===== src/rtl/accel_loader.sv =====
// Wishbone loader for a matrix accelerator: writes the job configuration and operands A and B,
// starts the engine, then reads result C back out on a ready/valid stream.
module accel_loader #(
    parameter int ACK_TIMEOUT = 1024
) (
    input  logic        wishbone_clk_i,
    input  logic        wishbone_rst_i,
    input  logic        start,
    input  logic [31:0] cfg_op,
    input  logic [14:0] cfg_w_a,
    input  logic [14:0] cfg_h_a,
    input  logic [14:0] cfg_w_b,
    input  logic [14:0] cfg_h_b,
    input  logic        s_valid,
    output logic        s_ready,
    input  logic [31:0] s_data,
    output logic        m_valid,
    input  logic        m_ready,
    output logic [31:0] m_data,
    output logic [31:0] wbm_addr_o,
    output logic [31:0] wbm_data_o,
    output logic        wbm_we_o,
    output logic        wbm_stb_o,
    input  logic        wbm_ack_i,
    input  logic [31:0] wbm_data_i,
    output logic        busy,
    output logic        done,
    output logic        err
);

    typedef enum logic [2:0] {IDLE, CFG, LOAD_A, LOAD_B, GO, READ_C} state_t;

    localparam logic [31:0] TMO_LAST = 32'(ACK_TIMEOUT - 1);

    state_t      state_q;
    logic [31:0] op_q;
    logic [14:0] wA_q, hA_q, wB_q, hB_q;
    logic [14:0] i_q, j_q;
    logic [2:0]  cfgIdx_q;
    logic [31:0] tmoCnt_q;
    logic        stb_q, we_q, mValid_q, done_q, err_q;
    logic [31:0] addr_q, wData_q, mData_q;

    logic [14:0] curW, curH;
    logic [31:0] cfgWord;
    logic        lastCol, lastElem;

    // Matrix geometry walked by the i/j counters in the current phase.
    always_comb begin
        curW = wB_q;
        curH = hA_q;
        case (state_q)
            LOAD_A:  begin curW = wA_q; curH = hA_q; end
            LOAD_B:  begin curW = wB_q; curH = hB_q; end
            default: ;
        endcase
    end

    assign lastCol  = (j_q == curW - 15'd1);
    assign lastElem = lastCol && (i_q == curH - 15'd1);

    always_comb begin
        cfgWord = op_q;
        case (cfgIdx_q)
            3'd1:    cfgWord = {17'd0, wA_q};
            3'd2:    cfgWord = {17'd0, hA_q};
            3'd3:    cfgWord = {17'd0, wB_q};
            3'd4:    cfgWord = {17'd0, hB_q};
            default: ;
        endcase
    end

    assign wbm_stb_o  = stb_q;
    assign wbm_we_o   = we_q;
    assign wbm_addr_o = addr_q;
    assign wbm_data_o = wData_q;
    assign m_valid    = mValid_q;
    assign m_data     = mData_q;
    assign done       = done_q;
    assign err        = err_q;
    assign busy       = (state_q != IDLE);
    assign s_ready    = ((state_q == LOAD_A) || (state_q == LOAD_B)) && !stb_q;

    // A new strobe is only raised from a cycle where stb is low, which guarantees the idle gap.
    always_ff @(posedge wishbone_clk_i) begin
        if (wishbone_rst_i) begin
            state_q  <= IDLE;
            op_q     <= '0;
            wA_q     <= '0;
            hA_q     <= '0;
            wB_q     <= '0;
            hB_q     <= '0;
            i_q      <= '0;
            j_q      <= '0;
            cfgIdx_q <= '0;
            tmoCnt_q <= '0;
            stb_q    <= 1'b0;
            we_q     <= 1'b0;
            mValid_q <= 1'b0;
            done_q   <= 1'b0;
            err_q    <= 1'b0;
            addr_q   <= '0;
            wData_q  <= '0;
            mData_q  <= '0;
        end else begin
            done_q <= 1'b0;
            if (stb_q) begin
                if (wbm_ack_i) begin
                    stb_q <= 1'b0;
                    case (state_q)
                        CFG: begin
                            if (cfgIdx_q == 3'd4) begin
                                state_q <= LOAD_A;
                                i_q     <= '0;
                                j_q     <= '0;
                            end else begin
                                cfgIdx_q <= cfgIdx_q + 3'd1;
                            end
                        end
                        LOAD_A, LOAD_B: begin
                            if (lastElem) begin
                                state_q <= (state_q == LOAD_A) ? LOAD_B : GO;
                                i_q     <= '0;
                                j_q     <= '0;
                            end else if (lastCol) begin
                                j_q <= '0;
                                i_q <= i_q + 15'd1;
                            end else begin
                                j_q <= j_q + 15'd1;
                            end
                        end
                        GO: begin
                            state_q <= READ_C;
                            i_q     <= '0;
                            j_q     <= '0;
                        end
                        READ_C: begin
                            mData_q  <= wbm_data_i;
                            mValid_q <= 1'b1;
                        end
                        default: ;
                    endcase
                end else if (tmoCnt_q == TMO_LAST) begin
                    stb_q   <= 1'b0;
                    err_q   <= 1'b1;
                    done_q  <= 1'b1;
                    state_q <= IDLE;
                end else begin
                    tmoCnt_q <= tmoCnt_q + 32'd1;
                end
            end else begin
                case (state_q)
                    IDLE: begin
                        if (start) begin
                            if ((cfg_w_a != '0) && (cfg_h_a != '0) && (cfg_w_b != '0) && (cfg_h_b != '0)) begin
                                op_q     <= cfg_op;
                                wA_q     <= cfg_w_a;
                                hA_q     <= cfg_h_a;
                                wB_q     <= cfg_w_b;
                                hB_q     <= cfg_h_b;
                                err_q    <= 1'b0;
                                cfgIdx_q <= '0;
                                state_q  <= CFG;
                            end else begin
                                err_q  <= 1'b1;
                                done_q <= 1'b1;
                            end
                        end
                    end
                    CFG: begin
                        stb_q    <= 1'b1;
                        we_q     <= 1'b1;
                        addr_q   <= {29'd0, cfgIdx_q};
                        wData_q  <= cfgWord;
                        tmoCnt_q <= '0;
                    end
                    LOAD_A, LOAD_B: begin
                        if (s_valid) begin
                            stb_q    <= 1'b1;
                            we_q     <= 1'b1;
                            addr_q   <= {(state_q == LOAD_A) ? 2'b01 : 2'b10, i_q, j_q};
                            wData_q  <= s_data;
                            tmoCnt_q <= '0;
                        end
                    end
                    GO: begin
                        stb_q    <= 1'b1;
                        we_q     <= 1'b1;
                        addr_q   <= 32'd5;
                        wData_q  <= 32'hFFFF_FFFF;
                        tmoCnt_q <= '0;
                    end
                    READ_C: begin
                        // The next read waits until the previous result has left the output register.
                        if (mValid_q) begin
                            if (m_ready) begin
                                mValid_q <= 1'b0;
                                if (lastElem) begin
                                    done_q  <= 1'b1;
                                    state_q <= IDLE;
                                end else if (lastCol) begin
                                    j_q <= '0;
                                    i_q <= i_q + 15'd1;
                                end else begin
                                    j_q <= j_q + 15'd1;
                                end
                            end
                        end else begin
                            stb_q    <= 1'b1;
                            we_q     <= 1'b0;
                            addr_q   <= {2'b11, i_q, j_q};
                            wData_q  <= '0;
                            tmoCnt_q <= '0;
                        end
                    end
                    default: state_q <= IDLE;
                endcase
            end
        end
    end

endmodule

===== config.mk =====
export PLATFORM = sky130hd
export DESIGN_NAME = accel_loader
export DESIGN_NICKNAME = d
export VERILOG_FILES = /design/src/rtl/accel_loader.sv
export SDC_FILE = /design/constraint.sdc
export NUM_CORES = 1
export LEC_CHECK = 0
export CORE_ASPECT_RATIO = 1.1
export CORE_UTILIZATION = 40
export DETAILED_ROUTE_END_ITERATION = 10
export PLACE_DENSITY = 0.76
export SETUP_SLACK_MARGIN = 0.4
export SYNTH_ARGS = -nofsm -noshare
export SYNTH_HDL_FRONTEND = slang
export SYNTH_SLANG_ARGS = --single-unit

===== constraint.sdc =====
create_clock -name wishbone_clk_i -period 9.8 [get_ports wishbone_clk_i]
set_input_delay 0.98 -clock wishbone_clk_i [delete_from_list [all_inputs] [get_ports wishbone_clk_i]]
set_output_delay 0.98 -clock wishbone_clk_i [all_outputs]
set_load 0.005 [all_outputs]

==> metrics.cfg, run 1 <==
[timing]
tightest_slew_ns = 1.145
rsz0062_at_grt = no
setup_violations = 0
finalHoldViolations = 0
post-route-worst-setup-slack_ns = 4.996
slew_headroom_pct = 23.16
finalCritPeriodShare_pct = 49.02
min_period_ns = 4.804
hold_ws_ns = 0.4503
tns_ns = 0
skew_ns = 0.02574
fmax_mhz = 208.2
finalMaxSlewViolations = 0

[worst_setup_path]
critPathMaxFanout = 20
worstSetupPathType = reg -> reg
cp.arrival_ns = 5.30
required_ns = 10.29
critPathLaunchType = flop
end_kind = flop

[clocking]
clock-sinks = 261
htreeDepth = 1
cts_setup_buffers = 0
clk_pin_slew_ns = 0.07
cts-resized-gates = 0
cts_tree = yes
numCtsBuffers = 28
clkLatencyLatePin_ns = 0.55
cts-root-buf = clkbuf_16
cts-hold-fix-buffers = 0
clk_path_buf_depth = 3

[synthesis]
syn_nets = 1846
synth_top_area_cell = dfxtp_1
async_flop_share_pct = 0
synthDistinctLibCells = 69
syn_area_um2 = 12940
synth_common_cells = 338 x nand2_1, 261 x dfxtp_1, 201 x a21oi_1
synth_edf_count = 0
synthMostInstantiatedCell = nand2_1
yosysSeqAreaShare_pct = 40.38
synth_top_area_share_pct = 40.38
synth-seq-cells = 261
synthFlopType = dfxtp_1
yosys_warnings = 0
syn-mean-instance-area_um2 = 7.729
synth_cells = 1674
synthTopCellsByArea = dfxtp_1 40%, nand2_1 9.8%, a21oi_1 7.8%

[drt]
detail_route.wl_per_cell_um = 18.59
first_pass_iters = 6
drt-total-wl_mm = 42.87
ant_nets = 0
drtIter0Drc = 1090
vias = 12921
remaining_drc_errors = 0
drt-vias-per-instance = 5.603

[power_and_ir_drop]
power_mw = 4.012
cellPowerDensity_nw_per_um2 = 239.5
leakage_nw = 6.017
vdd_drop_max_mv = 0.1394

[place]
port_buffers = 264
pre_cts_slack_ns = 5.067
hpwl_mm = 31.59
dp.cells = 2254
gp_congestion = 0.9669

[cells_and_area]
fillers = 2929
antenna_cells = 0
nNetsFinal = 2036
syn2layout_area_growth_pct = 29.48
fin_cells = 2306
drive_gt1_share_pct = 4.666

[grt]
antenna_found_initial = 0
grt_use_total_pct = 25.06
grt_overflow = 0
grt_pass1_vias = 12021
grt_pass1_wl_mm = 66.34
grt_max_degree = 89

[floorplanning]
start_util_pct = 40.99
die-area_um2 = 33070
io_pins = 265
die_h_um = 190.6
die_w_um = 173.5
num_rows = 68
core_area_um2 = 31570

[status]
outcome = completed

[min_path]
worstHoldPathType = reg -> reg

[run]
cap_violations = 0

[placed cells by master, fill, tap and decap left out, types with 17 or more instances in the layout]
| master | count |
|---|---|
| a221oi_1 | 19 |
| mux2i_1 | 62 |
| nor3_1 | 48 |
| clkdlybuf4s50_1 | 263 |
| xnor2_1 | 44 |
| buf_4 | 18 |
| nand3_1 | 84 |
| inv_1 | 18 |
| a311oi_1 | 17 |
| a22oi_1 | 32 |
| clkbuf_16 | 29 |
| dfxtp_1 | 261 |
| nor2_1 | 143 |
| or3_1 | 17 |
| nand4_1 | 21 |
| a21oi_1 | 201 |
| a211oi_1 | 21 |
| nand2_1 | 338 |
| o21ai_0 | 30 |
| xor2_1 | 38 |
| nor4_1 | 24 |
[cell type report]
class / count / area (µm²) / area share, %
sequential: 261 / 5225 / 31.19
multi-input combinational: 1272 / 7207 / 43.02
clock buffer: 43 / 838.3 / 5.004
inverter: 19 / 71.32 / 0.4257
timing repair buffer: 282 / 2779 / 16.59
clock inverter: 9 / 107.6 / 0.6423
tap: 420 / 525.5 / 3.137
[flip-flops by register name (all words and copies together) (netlist names)]
name	count
hA_q	15
i_q	15
op_q	32
wbm_data_o	32
wB_q	15
m_data	32
done	1
tmoCnt_q	32
hB_q	15
m_valid	1
state_q	3
wbm_addr_o	32
wA_q	15
wbm_we_o	1
wbm_stb_o	1
j_q	15
cfgIdx_q	3
err	1
[report_power, final]
part / total [mW] / internal, mW / switching (mW) / leakage (nW)
logic: 1.55 / 0.645 / 0.909 / 3.44
registers: 1.38 / 1.21 / 0.167 / 2.12
clock network: 1.08 / 0.642 / 0.436 / 0.459
[per-layer routing]
metal | part of all wire (%) | track usage, % | vias up | routed length [µm]
li1 | - | - | 6267 | -
met3 | 6.5 | 3.549 | 101 | 2806
met1 | 43 | 33.10 | 6054 | 18350
met2 | 47 | 41.41 | 499 | 20230
met4 | 3.5 | 9.496 | 0 | 1481
met5 | 0 | 0 | - | 0
[final timing paths]
path                        from             end  slack [ns]  depth (start not counted)
setup / recovery      state_q[0]          j_q[0]        5.00                         12
hold / removal    wbm_addr_o[14]  wbm_addr_o[14]        0.45                          2
setup reg to reg      state_q[0]          j_q[0]        5.00                         12
hold reg to reg   wbm_addr_o[14]  wbm_addr_o[14]        0.45                          2
[critical path, cell delays in order (launching register included)]
cell and delay, ns:
dfxtp_1 0.65, nand3b_1 0.79, mux2i_1 0.50, ha_1 0.34
nand4b_1 0.15, o21a_1 0.27, o22a_1 0.23, nor4_1 0.26
nand4b_1 0.22, nor4_4 0.35, o21ai_1 0.49, mux2_2 0.44
nor2_1 0.08
[logic make-up after synthesis]
group / after synthesis / synth area share (%)
simple gates: 749 / 26.45
compound gates: 365 / 17.18
xor+xnor: 82 / 5.551
mux: 66 / 5.145
buf+inv: 141 / 4.322
fa+ha+maj: 10 / 0.9670
flops: 261 / 40.38
[through the flow]
step	area, µm²	util, %
floorplan	12940	-
global placement	15810	50.08
detailed placement	15810	50.08
CTS	16750	53.08
global route	16750	53.08
finish	16750	53.08
(Power assumes the default switching activity.)
==> run 2: changes to the inputs <==
==> constraint.sdc (replaced) <==
create_clock -name wishbone_clk_i -period 5 [get_ports wishbone_clk_i]
set_input_delay 0.5 -clock wishbone_clk_i [delete_from_list [all_inputs] [get_ports wishbone_clk_i]]
set_output_delay 0.5 -clock wishbone_clk_i [all_outputs]
set_load 0.005 [all_outputs]
==> metrics.cfg, run 2 (synthesis gave the netlist of run 1 again) <==
[status]
outcome = completed

[timing]
tightest_slew_ns = 1.190  ; +0.04506 ns
skew_ns = 0.03532  ; +0.009576 ns
finalHoldViolations = 0  ; unchanged
min_period_ns = 4.170  ; -0.6341 ns
fmax_mhz = 239.8  ; +15%
setup_violations = 0  ; unchanged
finalMaxSlewViolations = 0  ; unchanged
slew_headroom_pct = 20.51  ; -2.7 points
rsz0062_at_grt = no
tns_ns = 0  ; unchanged
finalCritPeriodShare_pct = 83.39  ; +34 points

[floorplanning]
num_rows = 68  ; unchanged
start_util_pct = 40.99  ; unchanged
die_w_um = 173.5  ; unchanged
io_pins = 265  ; unchanged
die-area_um2 = 33070  ; unchanged
die_h_um = 190.6  ; unchanged
core_area_um2 = 31570  ; unchanged

[drt]
remaining_drc_errors = 0  ; unchanged
ant_nets = 0  ; unchanged
drt-vias-per-instance = 5.591  ; -0.22%
first_pass_iters = 5  ; -1
detail_route.wl_per_cell_um = 18.62  ; +0.15%
drtIter0Drc = 1082  ; -0.73%
vias = 12909  ; -0.093%
drt-total-wl_mm = 42.98  ; +0.28%

[worst_setup_path]
worstSetupPathType = reg -> reg
required_ns = 5.41  ; -4.88 ns
critPathMaxFanout = 17  ; -15%
cp.arrival_ns = 4.58  ; -0.72 ns
end_kind = flop
critPathLaunchType = flop

[grt]
grt_use_total_pct = 25.07  ; about the same
grt_overflow = 0  ; unchanged
antenna_found_initial = 2  ; +2
grt_max_degree = 136  ; +53%
grt_pass1_wl_mm = 66.43  ; +0.13%
grt_pass1_vias = 12089  ; +0.57%

[clocking]
numCtsBuffers = 28  ; unchanged
clk_path_buf_depth = 3  ; unchanged
clock-sinks = 261  ; unchanged
cts-hold-fix-buffers = 0  ; unchanged
htreeDepth = 1  ; unchanged
cts_setup_buffers = 0  ; unchanged
cts-resized-gates = 0  ; unchanged
clk_pin_slew_ns = 0.07  ; about the same
cts-root-buf = clkbuf_16
clkLatencyLatePin_ns = 0.56  ; about the same
cts_tree = yes

[cells_and_area]
seqCellArea_um2 = 5225  ; unchanged
drive_gt1_share_pct = 4.769  ; +0.10 points
syn2layout_area_growth_pct = 29.87
most-common-layout-cells = 338 x nand2_1, 263 x clkdlybuf4s50_1, 261 x dfxtp_1, 201 x a21oi_1, 143 x nor2_1
fin_area_um2 = 16800  ; +0.30%
fillers = 2949  ; +0.68%
nNetsFinal = 2038  ; +0.098%
multiInputGateArea_um2 = 7197  ; -0.14%
final_common_cell = nand2_1

[power_and_ir_drop]
cellPowerDensity_nw_per_um2 = 474.2  ; +98%
vdd_drop_max_mv = 0.2316  ; +66%
leakage_nw = 6.041  ; +0.40%

[place]
dpl_cell_area_um2 = 15820  ; about the same
port_buffers = 264  ; unchanged
hpwl_mm = 31.56  ; about the same
gp_congestion = 0.9355  ; -3.2%

[run]
cap_violations = 0  ; unchanged

[min_path]
worstHoldPathType = reg -> reg

## run 2: worst paths after layout
kind / slack [ns] / from / cells after the start / endpoint
worst min-delay path: 0.45 / m_data[0] / 2 / m_data[0]
worst min register to register: 0.45 / m_data[0] / 2 / m_data[0]
worst max-delay path: 0.83 / state_q[0] / 13 / i_q[9]
worst max register to register: 0.83 / state_q[0] / 13 / i_q[9]
## run 2: critical path, cell delays in order (launching register included)
cell	delay, ns
dfxtp_1	0.67
nand3b_1	0.42
mux2i_1	0.35
ha_1	0.31
xnor2_1	0.18
o211ai_1	0.16
o22ai_1	0.18
mux2i_1	0.10
nor4_1	0.27
nand4b_1	0.23
nor4_4	0.40
o21a_1	0.23
a21o_1	0.42
nor2_1	0.10
## run 2: final cells by class
cell class | count | share of cell area, %
flip-flops and latches | 261 | 31.09
multi-input cells | 1272 | 42.83
inverters | 19 | 0.4244
well taps | 420 | 3.127
clock buffers | 40 | 4.803
diodes | 2 | 0.02978
clock inverters | 11 | 0.9903
repair buffers | 284 | 16.70
## run 2: report_power, final
| group | internal (mW) | total [mW] | switching, mW |
|---|---|---|---|
| Combinational | 1.28 | 3.07 | 1.79 |
| Sequential | 2.38 | 2.70 | 0.322 |
| Clock | 1.33 | 2.19 | 0.863 |
| Total | 4.99 | 7.97 | 2.98 |
## run 2: per-layer routing
layer	vias up	GRT usage, %	share of wire [%]
li1	6269	-	-
met1	6012	32.29	41
met2	534	40.55	47
met3	94	5.502	8.3
met4	0	10.38	3.5
met5	-	0	0
## run 2: stage by stage
| stage | instances | setup WS (ns) | utilization [%] | power, mW | hold slack, ns |
|---|---|---|---|---|---|
| floorplan | 1674 | 1.458 | - | 4.683 | 0.4361 |
| global placement | 2256 | 0.9215 | 50.12 | 5.738 | 0.4401 |
| detailed placement | 2256 | 0.8413 | 50.12 | 5.776 | 0.4466 |
| CTS | 2307 | 0.8150 | 53.21 | 7.960 | 0.4548 |
| global route | 2309 | 0.4031 | 53.23 | 8.424 | 0.4707 |
| finish | 2309 | 0.8303 | 53.23 | 7.967 | 0.4532 |
==> run 3: changes to the inputs <==
--- a/config.mk
+++ b/config.mk
@@ -8,7 +8,7 @@
 export CORE_ASPECT_RATIO = 1.1
 export CORE_UTILIZATION = 40
 export DETAILED_ROUTE_END_ITERATION = 10
-export PLACE_DENSITY = 0.76
+export PLACE_DENSITY = 0.78
 export SETUP_SLACK_MARGIN = 0.4
 export SYNTH_ARGS = -nofsm -noshare
 export SYNTH_HDL_FRONTEND = slang
==> constraint.sdc (replaced) <==
create_clock -name wishbone_clk_i -period 3.7 [get_ports wishbone_clk_i]
set_input_delay 0.37 -clock wishbone_clk_i [delete_from_list [all_inputs] [get_ports wishbone_clk_i]]
set_output_delay 0.37 -clock wishbone_clk_i [all_outputs]
set_load 0.005 [all_outputs]
==> metrics.cfg, run 3 (synthesis gave the netlist of run 1 again) <==
[power_and_ir_drop]
p_switching_mw = 4.140  ; +39%
pwr-share-clk_pct = 25.5  ; -2.0 points
pwr-share-comb_pct = 41.7  ; +3.1 points
power_frac_seq_pct = 32.8  ; -1.1 points
vdd_drop_max_mv = 0.3492  ; +51%
p_sw_share_pct = 37.95  ; +0.60 points
leakage_nw = 6.204  ; +2.7%
cellPowerDensity_nw_per_um2 = 633.8  ; +34%
internal_power_mw = 6.769  ; +36%

[place]
port_buffers = 264  ; unchanged
gp_congestion = 0.9648  ; +3.1%
dp.cells = 2283  ; +1.2%
hpwl_mm = 33.02  ; +4.6%

[worst_setup_path]
r2r_setup_slack_ns = 0.30  ; -0.53 ns
required_ns = 4.17  ; -1.24 ns
reg2reg_to = i_q[12]
critPathMaxFanout = 19  ; +2
critPathLaunchType = flop
end_kind = flop
worstSetupPathType = reg -> reg
crit_start = state_q[2]
regToRegStartpoint = state_q[2]
cp.arrival_ns = 3.86  ; -0.72 ns
r2r_cells = 13  ; unchanged

[timing]
tightest_slew_ns = 1.159  ; -0.03105 ns
hold_ws_ns = 0.2695  ; -0.1837 ns
finalHoldViolations = 0  ; unchanged
slew_headroom_pct = 22.74  ; +2.2 points
fmax_mhz = 294.3  ; +23%
setup_violations = 0  ; unchanged
finalCritPeriodShare_pct = 91.83  ; +8.4 points
rsz0062_at_grt = yes
finalMaxSlewViolations = 0  ; unchanged
skew_ns = 0.01030  ; -0.02501 ns
min_period_ns = 3.398  ; -0.7719 ns

[clocking]
cts-root-buf = clkbuf_16
clock-sinks = 261  ; unchanged
numCtsBuffers = 27  ; -3.6%
cts-hold-fix-buffers = 0  ; unchanged
htreeDepth = 1  ; unchanged
cts_tree = yes
clk_path_buf_depth = 3  ; unchanged
clkLatencyLatePin_ns = 0.54  ; -0.02 ns
clk_pin_slew_ns = 0.06  ; about the same

[min_path]
worstHoldPathType = in -> reg
hold_path_end = cfgIdx_q[1]
min_path_cells = 2  ; unchanged
hold_start = wishbone_rst_i

[run]
cap_violations = 0  ; unchanged

[floorplanning]
die-area_um2 = 33070  ; unchanged
die_w_um = 173.5  ; unchanged
io_pins = 265  ; unchanged
core_area_um2 = 31570  ; unchanged
num_rows = 68  ; unchanged
die_h_um = 190.6  ; unchanged
start_util_pct = 40.99  ; unchanged

[drt]
vias = 13267  ; +2.8%
drtIter0Drc = 1305  ; +21%
drt-vias-per-instance = 5.679  ; +1.6%
remaining_drc_errors = 0  ; unchanged
detail_route.wl_per_cell_um = 19.19  ; +3.1%
drt-total-wl_mm = 44.83  ; +4.3%
first_pass_iters = 6  ; +1
ant_nets = 0  ; unchanged

[cells_and_area]
final_core_util_pct = 54.53  ; +1.3 points
fillers = 2875  ; -2.5%
nNetsFinal = 2071  ; +1.6%
final_common_cell = nand2_1
most-common-layout-cells = 336 x nand2_1, 263 x clkdlybuf4s50_1, 258 x dfxtp_1, 199 x a21oi_1, 143 x nor2_1
fin_cells = 2336  ; +1.2%
syn2layout_area_growth_pct = 33.02
drive_gt1_share_pct = 8.146  ; +3.4 points

[grt]
antenna_found_initial = 1  ; -1
grt_pass1_vias = 12207  ; +0.98%
grt_use_total_pct = 25.83  ; +0.76 points
grt_pass1_wl_mm = 67.99  ; +2.3%
grt_overflow = 0  ; unchanged
grt_max_degree = 150  ; +10%

[status]
outcome = completed

## run 3: changes by cell type in the layout (fill, tap and decap cells not counted), moves of 3 or more
cell,before,now
clkinvlp_4,0,3
clkbuf_1,7,4
a311oi_1,17,11
mux2i_1,62,59
a311oi_2,0,6
buf_12,1,4
mux2i_2,0,3
buf_4,19,48
dfxtp_1,261,258
## run 3: layout make-up
class,count,area (µm²),area share (%)
timing repair buffer,317,3095,17.98
multi-input combinational,1273,7396,42.97
clock inverter,12,171.4,0.9959
antenna,1,2.502,0.01454
clock buffer,33,718.2,4.173
sequential,261,5231,30.39
inverter,19,71.32,0.4144
tap,420,525.5,3.053
## run 3: stage by stage
step                      power [mW]  area, µm²  worst slack [ns]  setup TNS [ns]
final                          10.91      17210            0.3023               0
after detailed placement       7.980      16080          -0.03449         -0.2255
after CTS                      10.82      17030            0.3675               0
after global routing           11.48      17210            0.1003               0
after global placement         7.915      16080            0.1843               0
after floorplan                6.358      12980            0.3750               0
## run 3: per-layer routing
metal | part of all wire [%] | global-route usage [%] | vias up
li1 | - | - | 6341
met1 | 42 | 34.13 | 6221
met2 | 47 | 42.65 | 587
met3 | 7.5 | 3.210 | 118
met4 | 4.0 | 10.59 | 0
met5 | 0 | 0 | -
## run 3: worst max path at each step
stage / to / slack [ns] / cells after the start
after floorplan: i_q[12] / 0.38 / 14
after global placement: i_q[14] / 0.18 / 12
after CTS: i_q[12] / 0.37 / 12
final: i_q[12] / 0.30 / 13
after global routing: state_q[2] / 0.10 / 14
after detailed placement: i_q[4] / -0.03 / 13
## run 3: timing repair
item,4_1_cts,5_1_grt
endpoints found under the setup margin,36,64
gates cloned,0,1
buffers inserted,3,3
pin swaps,9,14
resized for setup,12,30
## run 3: critical path: stages, from the launching register on
cell and delay [ns]:
dfxtp_4 0.34, buf_4 0.14, or3b_4 0.45, buf_4 0.24, nor4_2 0.29, o21ai_1 0.10, xnor2_1 0.14, nor3_2 0.19
o211ai_1 0.14, buf_4 0.19, nor3_4 0.28, nand3b_4 0.15, or4_1 0.48, a21oi_1 0.16
## run 3: power by group through the flow
stage	Combinational, mW	Clock, mW	Sequential (mW)
after detailed placement	4.36	0	3.62
after global routing	4.93	2.93	3.61
after global placement	4.31	0	3.61
final	4.55	2.79	3.58
after floorplan	2.84	0	3.52
after CTS	4.43	2.83	3.56
